File: config.mk
export PLATFORM = sky130hd
export DESIGN_NAME = pc_unit_flat
export DESIGN_NICKNAME = d
export VERILOG_FILES = /design/src/rtl/rv_pkg.sv /design/src/rtl/pc_unit_if.sv /design/src/rtl/pc_target_mux.sv /design/src/rtl/pc_unit.sv /design/src/flat_wrapper.sv
export SDC_FILE = /design/constraint.sdc
export NUM_CORES = 1
export LEC_CHECK = 0
export CORE_ASPECT_RATIO = 1.5
export CORE_MARGIN = 1
export CORE_UTILIZATION = 45
export CTS_CLUSTER_DIAMETER = 100
export DETAILED_ROUTE_END_ITERATION = 16
export PLACE_DENSITY = 0.91
export SETUP_SLACK_MARGIN = 0.02
export SYNTH_ARGS = -nofsm -noshare
export SYNTH_HDL_FRONTEND = slang
export SYNTH_SLANG_ARGS = --single-unit
export TNS_END_PERCENT = 20
File: constraint.sdc
create_clock -name clk_in -period 2.6 [get_ports clk_in]
set_input_delay 0.52 -clock clk_in [delete_from_list [all_inputs] [get_ports clk_in]]
set_output_delay 0.52 -clock clk_in [all_outputs]
set_load 0.02 [all_outputs]
File: src/rtl/rv_pkg.sv
`default_nettype none
// +--------------------------------------------------------------------------+
// | rv_pkg                                                                   |
// | Shared fetch-stage types: PC source encodings, PC FSM states, XLEN.      |
// | Rev 1.0                                                                  |
// +--------------------------------------------------------------------------+
package rv_pkg;

    localparam int XLEN_DEFAULT = 32;

    typedef enum logic [1:0] {
        PC_SRC_BOOT = 2'b00,
        PC_SRC_EPC  = 2'b01,
        PC_SRC_TRAP = 2'b10,
        PC_SRC_SEQ  = 2'b11
    } pc_src_e;

    typedef enum logic [1:0] {
        BOOT = 2'b00,
        RUN  = 2'b01,
        HOLD = 2'b10
    } pc_state_e;

endpackage
`default_nettype wire

File: src/rtl/pc_unit_if.sv
`default_nettype none
// +--------------------------------------------------------------------------+
// | pc_unit_if                                                               |
// | Control/fetch bundle of the PC unit. PC_COMPRESSED_EN adds the 16-bit    |
// | instruction-length input.                                                |
// | Rev 1.0                                                                  |
// +--------------------------------------------------------------------------+
interface pc_unit_if import rv_pkg::*; #(
    parameter int XLEN = XLEN_DEFAULT
) ();

    logic             ahb_ready_in;
    logic             stall_in;
    pc_src_e          pc_src_in;
    logic             branch_taken_in;
    logic [XLEN-2:0]  iaddr_in;
    logic [XLEN-1:0]  epc_in;
    logic [XLEN-1:0]  trap_address_in;
`ifdef PC_COMPRESSED_EN
    logic             instr_len16_in;
`endif
    logic [XLEN-1:0]  i_addr_out;
    logic [XLEN-1:0]  pc_plus_4_out;
    logic             misaligned_instr_logic_out;
    logic             redirect_pending_out;

    modport master (
        output ahb_ready_in, stall_in, pc_src_in, branch_taken_in,
               iaddr_in, epc_in, trap_address_in,
`ifdef PC_COMPRESSED_EN
               instr_len16_in,
`endif
        input  i_addr_out, pc_plus_4_out, misaligned_instr_logic_out,
               redirect_pending_out
    );

    modport slave (
        input  ahb_ready_in, stall_in, pc_src_in, branch_taken_in,
               iaddr_in, epc_in, trap_address_in,
`ifdef PC_COMPRESSED_EN
               instr_len16_in,
`endif
        output i_addr_out, pc_plus_4_out, misaligned_instr_logic_out,
               redirect_pending_out
    );

endinterface
`default_nettype wire

File: src/rtl/pc_target_mux.sv
`default_nettype none
// +--------------------------------------------------------------------------+
// | pc_target_mux                                                            |
// | Next-PC source select, sequential increment and misalignment check.      |
// | PC_COMPRESSED_EN enables +2 increment and halfword alignment check.      |
// | Rev 1.0                                                                  |
// +--------------------------------------------------------------------------+
module pc_target_mux import rv_pkg::*; #(
    parameter int               XLEN         = XLEN_DEFAULT,
    parameter logic [XLEN-1:0]  BOOT_ADDRESS = 32'h0000_0000
) (
    input  wire logic [XLEN-1:0] pc_in,
    input  wire pc_src_e         pc_src_in,
    input  wire logic            branch_taken_in,
    input  wire logic [XLEN-2:0] iaddr_in,
    input  wire logic [XLEN-1:0] epc_in,
    input  wire logic [XLEN-1:0] trap_address_in,
`ifdef PC_COMPRESSED_EN
    input  wire logic            instr_len16_in,
`endif
    output logic      [XLEN-1:0] target_out,
    output logic                 redirect_out,
    output logic                 misaligned_out
);

    logic [XLEN-1:0] w_branch_target;
    logic [XLEN-1:0] w_seq_pc;
    logic            w_branch;

    assign w_branch_target = {iaddr_in, 1'b0};
    assign w_branch        = (pc_src_in == PC_SRC_SEQ) && branch_taken_in;

`ifdef PC_COMPRESSED_EN
    assign w_seq_pc       = pc_in + (instr_len16_in ? XLEN'(2) : XLEN'(4));
    assign misaligned_out = w_branch && w_branch_target[0];
`else
    assign w_seq_pc       = pc_in + XLEN'(4);
    assign misaligned_out = w_branch && w_branch_target[1];
`endif

    assign redirect_out = (pc_src_in != PC_SRC_SEQ) || branch_taken_in;

    always_comb begin
        target_out = w_seq_pc;
        case (pc_src_in)
            PC_SRC_BOOT: target_out = BOOT_ADDRESS;
            PC_SRC_EPC:  target_out = epc_in;
            PC_SRC_TRAP: target_out = trap_address_in;
            PC_SRC_SEQ:  target_out = branch_taken_in ? w_branch_target : w_seq_pc;
            default:     target_out = w_seq_pc;
        endcase
    end

endmodule
`default_nettype wire

File: src/rtl/pc_unit.sv
`default_nettype none
// +--------------------------------------------------------------------------+
// | pc_unit                                                                  |
// | Registered fetch PC with redirect buffering across AHB not-ready/stall.  |
// | Optional macro: PC_COMPRESSED_EN (16-bit instruction support).           |
// | Rev 1.0                                                                  |
// +--------------------------------------------------------------------------+
module pc_unit import rv_pkg::*; #(
    parameter int               XLEN         = XLEN_DEFAULT,
    parameter logic [XLEN-1:0]  BOOT_ADDRESS = 32'h0000_0000
) (
    input  wire logic clk_in,
    input  wire logic rst_in,
    pc_unit_if.slave  bus
);

    logic [XLEN-1:0] pc_q, pc_d;
    logic [XLEN-1:0] pending_q, pending_d;
    logic            valid_q, valid_d;
    pc_state_e       state_q, state_d;

    logic [XLEN-1:0] w_target;
    logic            w_redirect;
    logic            w_misaligned;
    logic            w_take;
    logic            w_go;

    pc_target_mux #(
        .XLEN         (XLEN),
        .BOOT_ADDRESS (BOOT_ADDRESS)
    ) u_target_mux (
        .pc_in           (pc_q),
        .pc_src_in       (bus.pc_src_in),
        .branch_taken_in (bus.branch_taken_in),
        .iaddr_in        (bus.iaddr_in),
        .epc_in          (bus.epc_in),
        .trap_address_in (bus.trap_address_in),
`ifdef PC_COMPRESSED_EN
        .instr_len16_in  (bus.instr_len16_in),
`endif
        .target_out      (w_target),
        .redirect_out    (w_redirect),
        .misaligned_out  (w_misaligned)
    );

    // A misaligned branch is not a redirect: the trap logic follows up with TRAP.
    assign w_take = w_redirect && !w_misaligned;
    assign w_go   = bus.ahb_ready_in && !bus.stall_in;

    always_comb begin
        pc_d      = pc_q;
        pending_d = pending_q;
        valid_d   = valid_q;
        state_d   = state_q;
        case (state_q)
            BOOT: begin
                if (bus.ahb_ready_in) begin
                    pc_d    = BOOT_ADDRESS + XLEN'(4);
                    state_d = RUN;
                end
            end
            RUN: begin
                if (!w_misaligned) begin
                    if (w_go) begin
                        pc_d = w_target;
                    end else if (w_redirect) begin
                        pending_d = w_target;
                        valid_d   = 1'b1;
                        state_d   = HOLD;
                    end
                end
            end
            HOLD: begin
                if (w_go) begin
                    pc_d    = w_take ? w_target : pending_q;
                    valid_d = 1'b0;
                    state_d = RUN;
                end else if (w_take) begin
                    pending_d = w_target;
                end
            end
            default: begin
                state_d = BOOT;
            end
        endcase
    end

    always_ff @(posedge clk_in) begin
        if (rst_in) begin
            pc_q      <= BOOT_ADDRESS;
            pending_q <= '0;
            valid_q   <= 1'b0;
            state_q   <= BOOT;
        end else begin
            pc_q      <= pc_d;
            pending_q <= pending_d;
            valid_q   <= valid_d;
            state_q   <= state_d;
        end
    end

    assign bus.i_addr_out                 = pc_q;
    assign bus.pc_plus_4_out              = pc_q + XLEN'(4);
    assign bus.misaligned_instr_logic_out = w_misaligned;
    assign bus.redirect_pending_out       = valid_q;

endmodule
`default_nettype wire

File: src/flat_wrapper.sv
// flat-port wrapper written by rule: the top's interface ports become plain ports
module pc_unit_flat import rv_pkg::*;
#(
    parameter int               XLEN         = XLEN_DEFAULT,
    parameter logic [XLEN-1:0]  BOOT_ADDRESS = 32'h0000_0000
)
  (clk_in, rst_in, bus_ahb_ready_in, bus_stall_in, bus_pc_src_in, bus_branch_taken_in, bus_iaddr_in, bus_epc_in, bus_trap_address_in, bus_i_addr_out, bus_pc_plus_4_out, bus_misaligned_instr_logic_out, bus_redirect_pending_out);
  pc_unit_if #(.XLEN(XLEN)) bus_i ();
  input  wire logic clk_in;
  input  wire logic rst_in;
  input wire logic [$bits(bus_i.ahb_ready_in)-1:0] bus_ahb_ready_in;
  input wire logic [$bits(bus_i.stall_in)-1:0] bus_stall_in;
  input wire logic [$bits(bus_i.pc_src_in)-1:0] bus_pc_src_in;
  input wire logic [$bits(bus_i.branch_taken_in)-1:0] bus_branch_taken_in;
  input wire logic [$bits(bus_i.iaddr_in)-1:0] bus_iaddr_in;
  input wire logic [$bits(bus_i.epc_in)-1:0] bus_epc_in;
  input wire logic [$bits(bus_i.trap_address_in)-1:0] bus_trap_address_in;
  output wire logic [$bits(bus_i.i_addr_out)-1:0] bus_i_addr_out;
  output wire logic [$bits(bus_i.pc_plus_4_out)-1:0] bus_pc_plus_4_out;
  output wire logic [$bits(bus_i.misaligned_instr_logic_out)-1:0] bus_misaligned_instr_logic_out;
  output wire logic [$bits(bus_i.redirect_pending_out)-1:0] bus_redirect_pending_out;
  assign bus_i.ahb_ready_in = bus_ahb_ready_in;
  assign bus_i.stall_in = bus_stall_in;
  assign bus_i.pc_src_in = bus_pc_src_in;
  assign bus_i.branch_taken_in = bus_branch_taken_in;
  assign bus_i.iaddr_in = bus_iaddr_in;
  assign bus_i.epc_in = bus_epc_in;
  assign bus_i.trap_address_in = bus_trap_address_in;
  assign bus_i_addr_out = bus_i.i_addr_out;
  assign bus_pc_plus_4_out = bus_i.pc_plus_4_out;
  assign bus_misaligned_instr_logic_out = bus_i.misaligned_instr_logic_out;
  assign bus_redirect_pending_out = bus_i.redirect_pending_out;
  pc_unit #(.XLEN(XLEN), .BOOT_ADDRESS(BOOT_ADDRESS)) u_core (.clk_in(clk_in), .rst_in(rst_in), .bus(bus_i));
endmodule
After elaboration in Yosys (flattened, before gate mapping)
Cells that the tools add are included.
{ "classes": {"addsub": 1, "eq_ne": 13, "mux": 24, "n_reduce_logical": 15} }
{ "op_table": {"columns": ["cell", "n"], "rows": [
  ["$mux W32", 10],
  ["$pmux W32 S4", 1],
  ["$pmux W32 S3", 1],
  ["$pmux W32 S2", 1],
  ["$add A32 B3 Y32 const B", 1],
  ["$reduce_and A5 Y1", 4],
  ["$mux W2", 5],
  ["$ne A2 B2 Y1 const B", 5],
  ["$eq A2 B2 Y1 const B", 3],
  ["$ne A2 B1 Y1 const B", 3],
  ["$pmux W2 S3", 1],
  ["$eq A2 B1 Y1 const B", 2],
  ["$logic_and A1 B1 Y1", 4],
  ["$logic_not A2 Y1", 2],
  ["$mux W1", 4],
  ["$reduce_bool A3 Y1", 1],
  ["$logic_not A1 Y1", 2],
  ["$pmux W1 S2", 1],
  ["$reduce_bool A2 Y1", 1],
  ["$logic_or A1 B1 Y1", 1]
]} }
{ "word_totals": {"register_bits": 67, "in_bits": 102, "out_inout_bits": 66, "word_cells": 57} }

Logic depth before layout (Yosys ltp)
Gate-level depths: netlist (run 1).
{ "depth": {"word_depth": 8, "depth_mapped": 9, "mapped_depth_nobuf": 8} }

Modules after synthesis
From an unflattened synthesis (run 1), not the netlist that was laid out.
{ "unflattened": {"cells_unflattened": 669, "hier_area_um2": 5082.4} }
{ "modules_own_cells": {"columns": ["module", "n_inst", "cells_each", "area_each_um2", "seq_area_each_um2"], "rows": [
  ["pc_unit", 1, 411, 3589.7, 1341.3],
  ["pc_target_mux", 1, 258, 1492.7, 0.0]
]} }

Least setup slack after synthesis (run 1)
Ideal clock, no wire load.
{ "synth_timing": {"path_type": "reg-to-output", "start": "register u_core.pc_q[21] (netlist: u_core.bus.i_addr_out[21])", "end": "output bus_pc_plus_4_out[30]", "t_arrival_ps": 1935, "t_required_ps": 2080, "slack_ps": 145, "path_stages_with_launch": 6, "n_path_buf": 1, "cell_sequence": "dfxtp_1 -> buf_2 -> nand4_1 -> or3_1 -> nor3_1 -> xor2_1"} }
{ "synth_via": {"elab_chain_len": 1} }
{ "synth_lines": {"columns": ["item", "line_no", "source"], "rows": [
  ["start: declaration", "pc_unit.sv:17", "logic [XLEN-1:0] pc_q, pc_d;"],
  ["start signal: assignment", "pc_unit.sv:95", "pc_q <= pc_d;"],
  ["$add A32 B3 Y32", "pc_unit.sv:103", "assign bus.pc_plus_4_out = pc_q + XLEN'(4);"],
  ["end: declaration", "flat_wrapper.sv:19", "output wire logic [$bits(bus_i.pc_plus_4_out)-1:0] bus_pc_plus_4_out;"]
]} }
Every way passes these cells.

Final worst setup path (run 1)
{ "layout_timing": {"start": "register u_core.pc_q[4] (netlist: u_core.bus.i_addr_out[4])", "end": "output bus_pc_plus_4_out[14]"} }
Same word-level chain as after synthesis.

==> summary.txt, run 1 <==
Yosys
  • Mux cell area share after synthesis: less than 1%
  • Post-Synth XOR/XNOR Area: under 10%
  • Distinct cell type count after synthesis: 66
  • Synth Flop Type: dfxtp_1
  • FFs w/ async S/R, synth: 0%
  • Synth Cell Area: roughly 4700 sq um
  • Synth Area in Compound Gates: between 30 and 40%
  • Sequential element share of the synthesized area: between 20% and 30%
  • Yosys warnings: 0
  • Post-synth EDFFs: 0
  • Synth Area in Adders: between 1 and 1.5%
  • Post-synthesis area per instance: between 7 and 8 sq um
  • Gate Count Post-Synth: between 600 and 700
  • FF+latch count, synth: 67
  • Simple-Gate Fraction of Synth Area: between 20% and 30%
  • Largest family of logic cells by synthesized area: compound AO/OA/AOI/OAI gates
  • Syn Nets: around 750

STA
  • Worst-margin pin slew: 0.664 ns
  • Tcrit/Tclk final: 102%
  • Max Transition Viols Final: 0
  • Layout Skew: around 0.0083 ns
  • F_max: around 380 MHz
  • Unrepaired setup endpoints after global routing: yes
  • Hold Violations, Final: 0
  • Worst Slack Setup Final: -0.0505 ns
  • Min Clock Period, post-route: 2.65 ns
  • Number of setup violations in the final report: 2
  • Worst rel slew slack: 55.2%

Drt
  • Wirelength, routed: about 22 mm
  • Vias per cell: between 6 and 7
  • Routed vias: 6562
  • WL/cell: 22.3 um
  • ANT nets after route: 0
  • Post-route DRC: 0
  • DR iter-0 viols: 954
  • 1st-pass router iterations: 8

Run status
  • Outcome: complete, but fails checks
  • Failing checks: setup timing

Clocking
  • Latest clock arrival within the worst-skew pair: ~0.35 ns
  • CTS tree: done
  • Root Buffer: clkbuf_16
  • CTS Buffer Depth: 2
  • Clock Sink Count: 67
  • CTS Buf Count: 9
  • CTS HTree Levels: 3
  • Worst-path clk slew: roughly 0.060 ns

Cells and area
  • Area Growth Syn to Fin: 60.3%
  • Share of cells above drive strength 1: 21.4%
  • Final nets: between 900 and 1000
  • Fillers: about 670
  • Diode count: 0
  • Most common cell after layout, fill and taps aside: clkdlybuf4s50_1
  • Commonest non-fill, non-tap cells in the layout: clkdlybuf4s50_1 (139), buf_4 (107), nor2_1 (73), dfxtp_1 (62), o21ai_0 (56)

Min path
  • Hold path endpoint: u_core.bus.i_addr_out[11]
  • Worst Hold Class: reg2reg
  • Hold Crit Depth: 2
  • Min-Delay Startpoint: u_core.pending_q[11]

Critical path
  • Startpoint types: flip-flop
  • CP Capture Type: output port
  • Worst-path cell chain: buf_4 -> and3_1 -> buf_4 -> nand3_4 -> nor3_2 -> xor2_1 -> clkdlybuf4s15_2
  • Worst R2R Start: u_core.state_q[0]
  • Crit path top cell by count: buf_4
  • CP required: approximately 2.1 ns
  • Crit path max-delay cell type: dfxtp_1
  • Crit Path Max Fanout: 5
  • R2r endpoint: u_core.bus.i_addr_out[31]
  • Critical path type: reg2out
  • CP peak stage delay: about 0.38 ns
  • Reg2reg path depth: 8
  • R2R setup slack: 0.18 ns
  • Crit path DAT: around 2.1 ns

GRT
  • Largest net degree at the start of global routing: 31
  • First-pass GRT wire length: 33.4 mm
  • Initial antenna violation count: 0
  • Vias in the first global route: around 6600
  • Tot GR Track Use: about two fifths
  • Residual overflow from global routing: 0

Floorplanning
  • Die W: between 80 and 90 um
  • Vert. Die Dim: about 130 um
  • I/O pin count: around 170
  • Die area: between 10000 and 15000 sq um
  • CORE AREA: between 10000 and 15000 sq um
  • Initial Util: between 40% and 50%
  • # rows: 45

Placed design
  • PortBufs: between 150 and 200
  • Dpl ws: -0.0743 ns
  • DP HPWL: 14.9 mm
  • GP Congestion: between 1 and 1.5

Pwr
  • Overall Power: ~3.6 mW
  • Peak supply drop: around 0.47 mV
  • Pleak: roughly 3.0 nW
  • PD cells: roughly 490 nW/um^2

Job
  • Max-cap violations: 0
==> through the flow <==
stage / util [%] / std cells / TNS (ns) / hold slack [ns] / area (sq um)
after floorplan: - / 639 / 0 / 0.449 / 4680
after global placement: 70.1 / 970 / -0.0340 / 0.459 / 7110
after detailed placement: 70.1 / 970 / -0.509 / 0.482 / 7110
after CTS: 73.7 / 986 / -0.101 / 0.490 / 7460
after global routing: 74.0 / 987 / -0.413 / 0.513 / 7500
final: 74.0 / 987 / -0.0596 / 0.488 / 7500
==> final cells by class <==
class	count	area (sq um)	area share (%)
clock buffer	11	253	3.37
clock inverter	5	60.1	0.801
inverter	19	71.3	0.951
multi-input combinational	495	3170	42.2
sequential	67	1350	18.0
tap	117	146	1.95
timing repair buffer	273	2460	32.7
==> report_power, final <==
group          internal, mW  leakage, nW  total, mW  switching [mW]
sequential             1.12        0.547       1.18          0.0644
clock                 0.798        0.152       1.31           0.508
combinational         0.517         2.32       1.15           0.637
total                  2.44         3.02       3.64            1.21
==> cells in the mapped netlist, types with 7 or more instances <==
cell,number,area share [%]
buf_2,17,1.8
a211oi_1,20,3.2
and3_1,7,0.94
a31oi_1,14,1.9
o21a_1,7,1.1
a21oi_1,47,5.0
xnor2_1,13,2.4
a22o_1,24,4.5
clkbuf_1,37,3.0
inv_1,18,1.4
nand3_1,19,2.0
a22oi_1,20,3.2
nand2_1,45,3.6
o21ai_0,56,6.0
nor2_1,81,6.5
xor2_1,15,2.8
dfxtp_1,67,29
nor3_1,23,2.5
==> worst max path at each step <==
stage	start	endpoint	slack, ns	cells after the start
2_1_floorplan	u_core.bus.i_addr_out[21]	bus_pc_plus_4_out[30]	0.14	5
3_3_place_gp	bus_ahb_ready_in	u_core.bus.i_addr_out[31]	-0.01	7
3_5_place_dp	u_core.bus.i_addr_out[4]	bus_pc_plus_4_out[22]	-0.07	8
4_1_cts	u_core.bus.i_addr_out[14]	bus_pc_plus_4_out[16]	-0.05	7
5_1_grt	u_core.bus.i_addr_out[4]	bus_pc_plus_4_out[14]	-0.12	7
6_report	u_core.bus.i_addr_out[4]	bus_pc_plus_4_out[14]	-0.05	7
==> sequential cells by signal, indices dropped and copies added, names as in the netlist <==
register,count
u_core.state_q,2
u_core.bus.i_addr_out,32
u_core.pending_q,32
u_core.bus.redirect_pending_out,1
==> routing by layer <==
layer	wire length (um)	track usage [%]
met1	7070	41.1
met2	11000	69.3
met3	2190	9.37
met4	1680	30.0
met5	0	0
==> cells by family after synthesis <==
logic type               after synthesis
multiplexers                           3
AO/OA/AOI/OAI                        236
flip-flops                            67
adder cells (fa/ha/maj)                5
AND/OR/NAND/NOR                      223
XOR/XNOR                              28
buffers and inverters                 77
==> worst max-delay path, delay by kind of cell (launching register included) <==
| family | cells | cell delay [ns] |
|---|---|---|
| buffers and inverters | 3 | 0.59 |
| AND/OR/NAND/NOR | 3 | 0.57 |
| flip-flops | 1 | 0.38 |
| XOR/XNOR | 1 | 0.24 |
==> what timing repair did <==
| item | 4_1_cts | 5_1_grt |
|---|---|---|
| setup buffers | 0 | 1 |
| pin swaps | 3 | 5 |
| setup endpoints to repair | 25 | 24 |
| gates resized for setup | 77 | 53 |
| hold buffers | 0 | 0 |
No activity file was read; power rests on OpenSTA's default activity.
==> inputs of run 2 (changes only) <==
- PLACE_DENSITY: 0.91 -> 0.9
- SYNTH_HIERARCHICAL: not set -> 1
==> summary.txt, run 2 <==
Run status
  • Outcome: finished, final reports clean

Critical path
  • Reg2reg path depth: 11 (+3)
  • Worst R2R Start: u_core/bus.i_addr_out[3]
  • Crit path DAT: 2.07 ns (-0.06 ns)
  • Crit Path Max Fanout: 5 (unchanged)
  • Critical path type: reg2out
  • R2R setup slack: 0.12 ns (-0.06 ns)
  • CP Launch Point: u_core/bus.i_addr_out[3]
  • R2r endpoint: u_core/bus.i_addr_out[24]
  • Startpoint types: flip-flop
  • CP Capture Type: output port
  • CP required: 2.08 ns (about the same)

GRT
  • Initial antenna violation count: 0 (unchanged)
  • GR Layer Usage met3: 5.01% (-4.4 points)
  • Largest net degree at the start of global routing: 33 (+6.5%)
  • Met2 Use GR: 57.2% (-12 points)
  • Tot GR Track Use: 33.6% (-6.3 points)
  • First-pass GRT wire length: 30.4 mm (-9.1%)
  • Busiest grt layer: met2
  • Vias in the first global route: 6063 (-7.8%)
  • Residual overflow from global routing: 0 (unchanged)
  • Met1 usage: 37.6% (-3.5 points)

Floorplanning
  • Vert. Die Dim: 132 um (+4.1%)
  • Die area: 11700 sq um (+8.4%)
  • CORE AREA: 11000 sq um (+8.5%)
  • # rows: 47 (+4.4%)
  • I/O pin count: 168 (unchanged)
  • Die W: 88.8 um (+4.1%)
  • Initial Util: 46.2% (about the same)

Min path
  • Min-Delay Startpoint: u_core/pending_q[12]
  • Worst Hold Class: reg2reg
  • Hold Crit Depth: 2 (unchanged)
  • Hold path endpoint: u_core/pending_q[12]

Placed design
  • DP HPWL: 14.1 mm (-5.6%)
  • Cell Area, Placed: 7420 sq um (+4.4%)
  • PortBufs: 167 (unchanged)
  • GP Congestion: 0.925 (-11%)
  • Dpl ws: -0.123 ns (-0.0483 ns)

STA
  • Number of setup violations in the final report: 0 (-2)
  • Worst rel slew slack: 63.5% (+8.3 points)
  • F_max: 385 MHz (+2.2%)
  • Layout Skew: 0.0111 ns (+0.00281 ns)
  • Worst-margin pin slew: 0.547 ns (-0.117 ns)
  • Min Clock Period, post-route: 2.59 ns (-0.0561 ns)
  • Max Transition Viols Final: 0 (unchanged)
  • Worst Slack Setup Final: 0.00567 ns (+0.0561 ns)
  • Unrepaired setup endpoints after global routing: yes
  • Hold Violations, Final: 0 (unchanged)
  • Hold slack: 0.453 ns (-0.0348 ns)
  • Tcrit/Tclk final: 99.8% (-2.2 points)

Drt
  • ANT nets after route: 0 (unchanged)
  • DR iter-0 viols: 585 (-39%)
  • 1st-pass router iterations: 5 (-3)
  • Wirelength, routed: 19.7 mm (-10%)
  • Post-route DRC: 0 (unchanged)
  • Routed vias: 6248 (-4.8%)
  • WL/cell: 19.1 um (-14%)
  • Vias per cell: 6.07 (-8.7%)

Yosys
  • FFs w/ async S/R, synth: 0% (unchanged)
  • Synth top area share: 26.4% (-2.3 points)
  • Post-synthesis area per instance: 7.60 sq um (+3.7%)
  • Synth area leader: dfxtp_1
  • Commonest cells in the netlist: nand2_1 (102), dfxtp_1 (67), a22oi_1 (56)
  • Gate Count Post-Synth: 669 (+4.7%)
  • Synth Cell Area: 5080 sq um (+8.6%)
  • Most common cell in the netlist: nand2_1
  • FF+latch count, synth: 67 (unchanged)
  • Syn Nets: 778 (+4.3%)
  • Synth Flop Type: dfxtp_1
  • Sequential element share of the synthesized area: 26.4% (-2.3 points)
  • Yosys warnings: 6 (+6)
  • Distinct cell type count after synthesis: 52 (-21%)
  • Post-synth EDFFs: 0 (unchanged)
  • Top cells by area, synth: dfxtp_1 (26%), a22oi_1 (8.3%), nand2_1 (7.5%), mux2_2 (6.6%), xor2_1 (5.7%)

Cells and area
  • Final nets: 986 (+1.4%)
  • Final Instance Area: 7720 sq um (+3.0%)
  • Share of cells above drive strength 1: 19.6% (-1.8 points)
  • Fillers: 810 (+20%)
  • Most common cell after layout, fill and taps aside: clkdlybuf4s50_1
  • Commonest non-fill, non-tap cells in the layout: clkdlybuf4s50_1 (143), nand2_1 (102), buf_4 (76), dfxtp_1 (65), a22oi_1 (54)
  • Post-layout util: 70.2% (-3.8 points)
  • Area Growth Syn to Fin: 52.0%
  • Diode count: 0 (unchanged)

Clocking
  • Worst-path clk slew: 0.06 ns (about the same)
  • Clock Sink Count: 67 (unchanged)
  • CTS Buf Count: 9 (unchanged)
  • Hold Buf Count CTS: 0 (unchanged)
  • CTS Buffer Depth: 2 (unchanged)
  • CTS HTree Levels: 3 (unchanged)
  • Latest clock arrival within the worst-skew pair: 0.34 ns (about the same)
  • CTS tree: done
  • Root Buffer: clkbuf_16

Pwr
  • Sw Share: 34.8% (+1.6 points)
  • Cell-internal power: 2.39 mW (-1.7%)
  • Sequential power share: 31.8% (-0.7 points)
  • Pleak: 3.03 nW (+0.16%)
  • PD cells: 475 nW/um^2 (-2.2%)
  • Clock power share: 31.0% (-4.8 points)
  • Comb power frac: 37.2% (+5.5 points)
  • Peak supply drop: 0.413 mV (-12%)
  • Sw power: 1.28 mW (+5.5%)

Job
  • Max-cap violations: 0 (unchanged)
==> run 2: cell types whose count changed in the layout (fill, tap and decap cells not counted), moves of 28 or more <==
cell | previous run | this run
a22oi_1 | 20 | 54
buf_4 | 107 | 76
mux2_2 | 0 | 30
nand2_1 | 45 | 102
nor2_1 | 73 | 15
o2bb2ai_1 | 3 | 31
==> run 2: power by group through the flow <==
| stage | sequential [mW] | clock (mW) | combinational (mW) |
|---|---|---|---|
| after floorplan | 1.22 | 0 | 0.657 |
| after global placement | 1.18 | 0 | 1.29 |
| after detailed placement | 1.18 | 0 | 1.33 |
| after CTS | 1.16 | 1.14 | 1.33 |
| after global routing | 1.17 | 1.19 | 1.44 |
| final | 1.17 | 1.14 | 1.37 |
==> run 2: repair_timing <==
| item | CTS | global route |
|---|---|---|
| pin swaps | 0 | 3 |
| hold endpoints to repair | 0 | 0 |
| resized for setup | 63 | 17 |
| endpoints found under the setup margin | 30 | 36 |
| setup buffers | 0 | 2 |
==> run 2: worst max-delay path, cell delays in order, from the launching register on <==
cell,delay [ns]
dfxtp_2,0.38
ha_2,0.20
nand3_1,0.12
or3_4,0.41
nor3_1,0.20
xnor2_1,0.15
clkdlybuf4s15_2,0.28
==> run 2: kinds of logic (layout without fill, tap and decap cells) <==
group,Yosys count,after routing,share of synthesized area (%)
adders and majority gates,7,7,1.72
AOI/OAI and AO/OA,210,210,26.8
DFF,67,67,26.4
muxes,32,32,7.04
and+or+nand+nor,208,208,21.4
xor gates and xnor gates,55,55,9.48
buffers and inverters,90,303,7.11
==> run 2: routing by layer <==
layer | vias up | share of wire (%)
met4 | 0 | 6.3
li1 | 2818 | -
met3 | 96 | 7.7
met2 | 397 | 51
met5 | - | 0
met1 | 2937 | 35
==> run 2: worst max-delay path by stage <==
| stage | endpoint | slack [ns] |
|---|---|---|
| finish | bus_pc_plus_4_out[26] | 0.006 |
| global route | bus_pc_plus_4_out[22] | -0.07 |
| CTS | bus_pc_plus_4_out[23] | -0.05 |
| detailed placement | u_core/bus.i_addr_out[21] | -0.12 |
| global placement | bus_pc_plus_4_out[22] | -0.09 |
| floorplan | bus_pc_plus_4_out[22] | 0.07 |
==> run 2: layout make-up <==
type	count	area, sq um	share of cell area [%]
multi-input combinational	512	3430	44.4
timing repair buffer	249	2340	30.4
sequential	67	1350	17.4
clock buffer	10	239	3.09
tap	147	184	2.38
inverter	38	143	1.85
clock inverter	6	41.3	0.535
==> run 2: metrics by stage <==
| stage | setup TNS (ns) | power [mW] | std cells |
|---|---|---|---|
| final | 0 | 3.67 | 1029 |
| after global routing | -0.284 | 3.81 | 1029 |
| after CTS | -0.175 | 3.63 | 1027 |
| after detailed placement | -1.29 | 2.51 | 1011 |
| after global placement | -0.454 | 2.47 | 1011 |
| after floorplan | 0 | 1.87 | 669 |
==> inputs of run 3 (changes only) <==
- CELL_PAD_IN_SITES_DETAIL_PLACEMENT: not set -> 1
- CELL_PAD_IN_SITES_GLOBAL_PLACEMENT: not set -> 1
- CORE_ASPECT_RATIO: 1.5 -> 0.75
- CORE_UTILIZATION: 45 -> 33
- PLACE_DENSITY: 0.9 -> 0.92
==> summary.txt, run 3 (same netlist as run 2, synthesis figures left out) <==
STA
  • Worst rel slew slack: 46.1% (-17 points)
  • Layout Skew: 0.0242 ns (+0.0131 ns)
  • F_max: 347 MHz (-9.9%)
  • Worst-margin pin slew: 0.808 ns (+0.261 ns)
  • Hold Violations, Final: 0 (unchanged)
  • Worst Slack Setup Final: -0.279 ns (-0.285 ns)
  • Max Transition Viols Final: 0 (unchanged)
  • Tcrit/Tclk final: 111% (+11 points)
  • Unrepaired setup endpoints after global routing: yes
  • Number of setup violations in the final report: 23 (+23)
  • Setup TNS: -1.60 ns (-1.60 ns)
  • Min Clock Period, post-route: 2.88 ns (+0.285 ns)

Critical path
  • CP required: 2.82 ns (+0.74 ns)
  • CP Capture Type: flip-flop
  • Crit path DAT: 3.10 ns (+1.03 ns)
  • Crit Path Max Fanout: 11 (+6)
  • Startpoint types: primary input
  • Worst R2R Start: u_core/bus.i_addr_out[8]
  • Reg2reg path depth: 10 (-1)
  • R2r endpoint: u_core/bus.i_addr_out[31]
  • Critical path type: in2reg
  • CP Launch Point: bus_pc_src_in[1]
  • R2R setup slack: -0.14 ns (-0.26 ns)

Floorplanning
  • Die area: 15900 sq um (+36%)
  • Vert. Die Dim: 109 um (-17%)
  • I/O pin count: 168 (unchanged)
  • Initial Util: 34.5% (-12 points)
  • Die W: 145 um (+64%)
  • CORE AREA: 14700 sq um (+34%)
  • # rows: 38 (-19%)

Cells and area
  • Most common cell after layout, fill and taps aside: clkdlybuf4s50_1
  • Diode count: 0 (unchanged)
  • Share of cells above drive strength 1: 24.9% (+5.3 points)
  • Post-route insts no fill: 1102 (+7.1%)
  • Final Instance Area: 8140 sq um (+5.4%)
  • Post-layout util: 55.2% (-15 points)
  • Final nets: 1007 (+2.1%)
  • Fillers: 1739 (+110%)
  • Area Growth Syn to Fin: 60.2%
  • Commonest non-fill, non-tap cells in the layout: clkdlybuf4s50_1 (142), buf_4 (103), nand2_1 (102), dfxtp_1 (57), a22oi_1 (52)

Clocking
  • CTS Buf Count: 9 (unchanged)
  • CTS tree: done
  • Root Buffer: clkbuf_16
  • Worst-path clk slew: 0.06 ns (about the same)
  • CTS Buffer Depth: 2 (unchanged)
  • Hold Buf Count CTS: 0 (unchanged)
  • CTS HTree Levels: 3 (unchanged)
  • Latest clock arrival within the worst-skew pair: 0.36 ns (+0.02 ns)
  • Clock Sink Count: 67 (unchanged)

Drt
  • WL/cell: 29.0 um (+51%)
  • Routed vias: 7294 (+17%)
  • DR iter-0 viols: 1157 (+98%)
  • Vias per cell: 6.62 (+9.0%)
  • 1st-pass router iterations: 6 (+1)
  • ANT nets after route: 0 (unchanged)
  • Post-route DRC: 0 (unchanged)
  • Wirelength, routed: 31.9 mm (+62%)

GRT
  • Residual overflow from global routing: 0 (unchanged)
  • Largest net degree at the start of global routing: 29 (-12%)
  • Vias in the first global route: 7274 (+20%)
  • First-pass GRT wire length: 43.5 mm (+43%)
  • Tot GR Track Use: 35.9% (+2.3 points)
  • Initial antenna violation count: 1 (+1)

Min path
  • Hold Crit Depth: 2 (unchanged)
  • Hold path endpoint: u_core/pending_q[4]
  • Min-Delay Startpoint: u_core/pending_q[4]
  • Worst Hold Class: reg2reg

Placed design
  • Placed insts: 1086 (+7.4%)
  • Dpl ws: -0.388 ns (-0.265 ns)
  • GP Congestion: 0.890 (-3.8%)
  • DP HPWL: 19.2 mm (+36%)
  • PortBufs: 167 (unchanged)
  • Cell Area, Placed: 7630 sq um (+2.8%)

Run status
  • Outcome: complete, but fails checks
  • Failing checks: setup timing

Pwr
  • Peak supply drop: 0.303 mV (-26%)
  • PD cells: 516 nW/um^2 (+8.6%)
  • Pleak: 3.24 nW (+6.9%)

Job
  • Max-cap violations: 0 (unchanged)
==> run 3: changes by cell type in the layout (fill, tap and decap cells not counted), sizes merged <==
| cell | delta |
|---|---|
| buf | +26 |
| bufinv | +3 |
| clkbuf | +2 |
| clkdlybuf4s15 | -4 |
| clkdlybuf4s50 | -1 |
| clkinv | -1 |
| clkinvlp | -3 |
| dlygate4sd2 | -2 |
| dlymetal6s2s | -1 |
| inv | +1 |
==> run 3: final cells by class <==
| class | count | area, sq um | area share, % |
|---|---|---|---|
| flip-flops and latches | 67 | 1370 | 16.8 |
| repair buffers | 270 | 2450 | 30.1 |
| clock buffers | 9 | 225 | 2.77 |
| clock inverters | 6 | 113 | 1.38 |
| inverters | 38 | 143 | 1.75 |
| well taps | 200 | 250 | 3.07 |
| multi-input cells | 512 | 3590 | 44.1 |
==> run 3: how the worst max path moves through the flow <==
| stage | end | cells past startpoint | slack [ns] |
|---|---|---|---|
| CTS | bus_pc_plus_4_out[26] | 6 | -0.05 |
| floorplan | bus_pc_plus_4_out[22] | 6 | 0.07 |
| detailed placement | u_core/bus.i_addr_out[31] | 11 | -0.39 |
| global route | u_core/bus.i_addr_out[28] | 9 | -0.28 |
| finish | u_core/bus.i_addr_out[21] | 10 | -0.28 |
| global placement | u_core/bus.i_addr_out[31] | 11 | -0.32 |
==> run 3: what timing repair did <==
item | 4_1_cts | 5_1_grt
resized for setup | 97 | 54
endpoints found under the hold margin | 0 | 0
endpoints found under the setup margin | 35 | 45
pin swaps | 7 | 9
buffers inserted | 1 | 0
==> run 3: report_power, final <==
part           switching, mW  total (mW)  internal, mW
clock                  0.550        1.49         0.937
combinational          0.902        1.53         0.630
sequential            0.0757        1.18          1.11
==> run 3: critical path, cell delays in order <==
cell	delay (ns)
clkdlybuf4s50_1	0.48
and2_1	0.26
buf_12	0.17
nand2_1	0.10
o21ai_0	0.12
a22oi_1	0.55
o21ai_1	0.27
mux2_2	0.37
a22oi_1	0.14
o2bb2ai_1	0.09
==> run 3: layer usage <==
metal | vias to the layer above | share of wire, % | track usage, %
met5 | - | 0.041 | 0
li1 | 2854 | - | -
met1 | 3475 | 38 | 42.2
met2 | 722 | 42 | 57.2
met3 | 241 | 13 | 13.2
met4 | 2 | 6.9 | 20.5
==> run 3: through the flow <==
| stage | hold WS (ns) | total power [mW] |
|---|---|---|
| final | 0.459 | 4.20 |
| after global routing | 0.479 | 4.27 |
| after CTS | 0.460 | 4.03 |
| after detailed placement | 0.452 | 2.57 |
| after global placement | 0.441 | 2.50 |
| after floorplan | 0.434 | 1.87 |
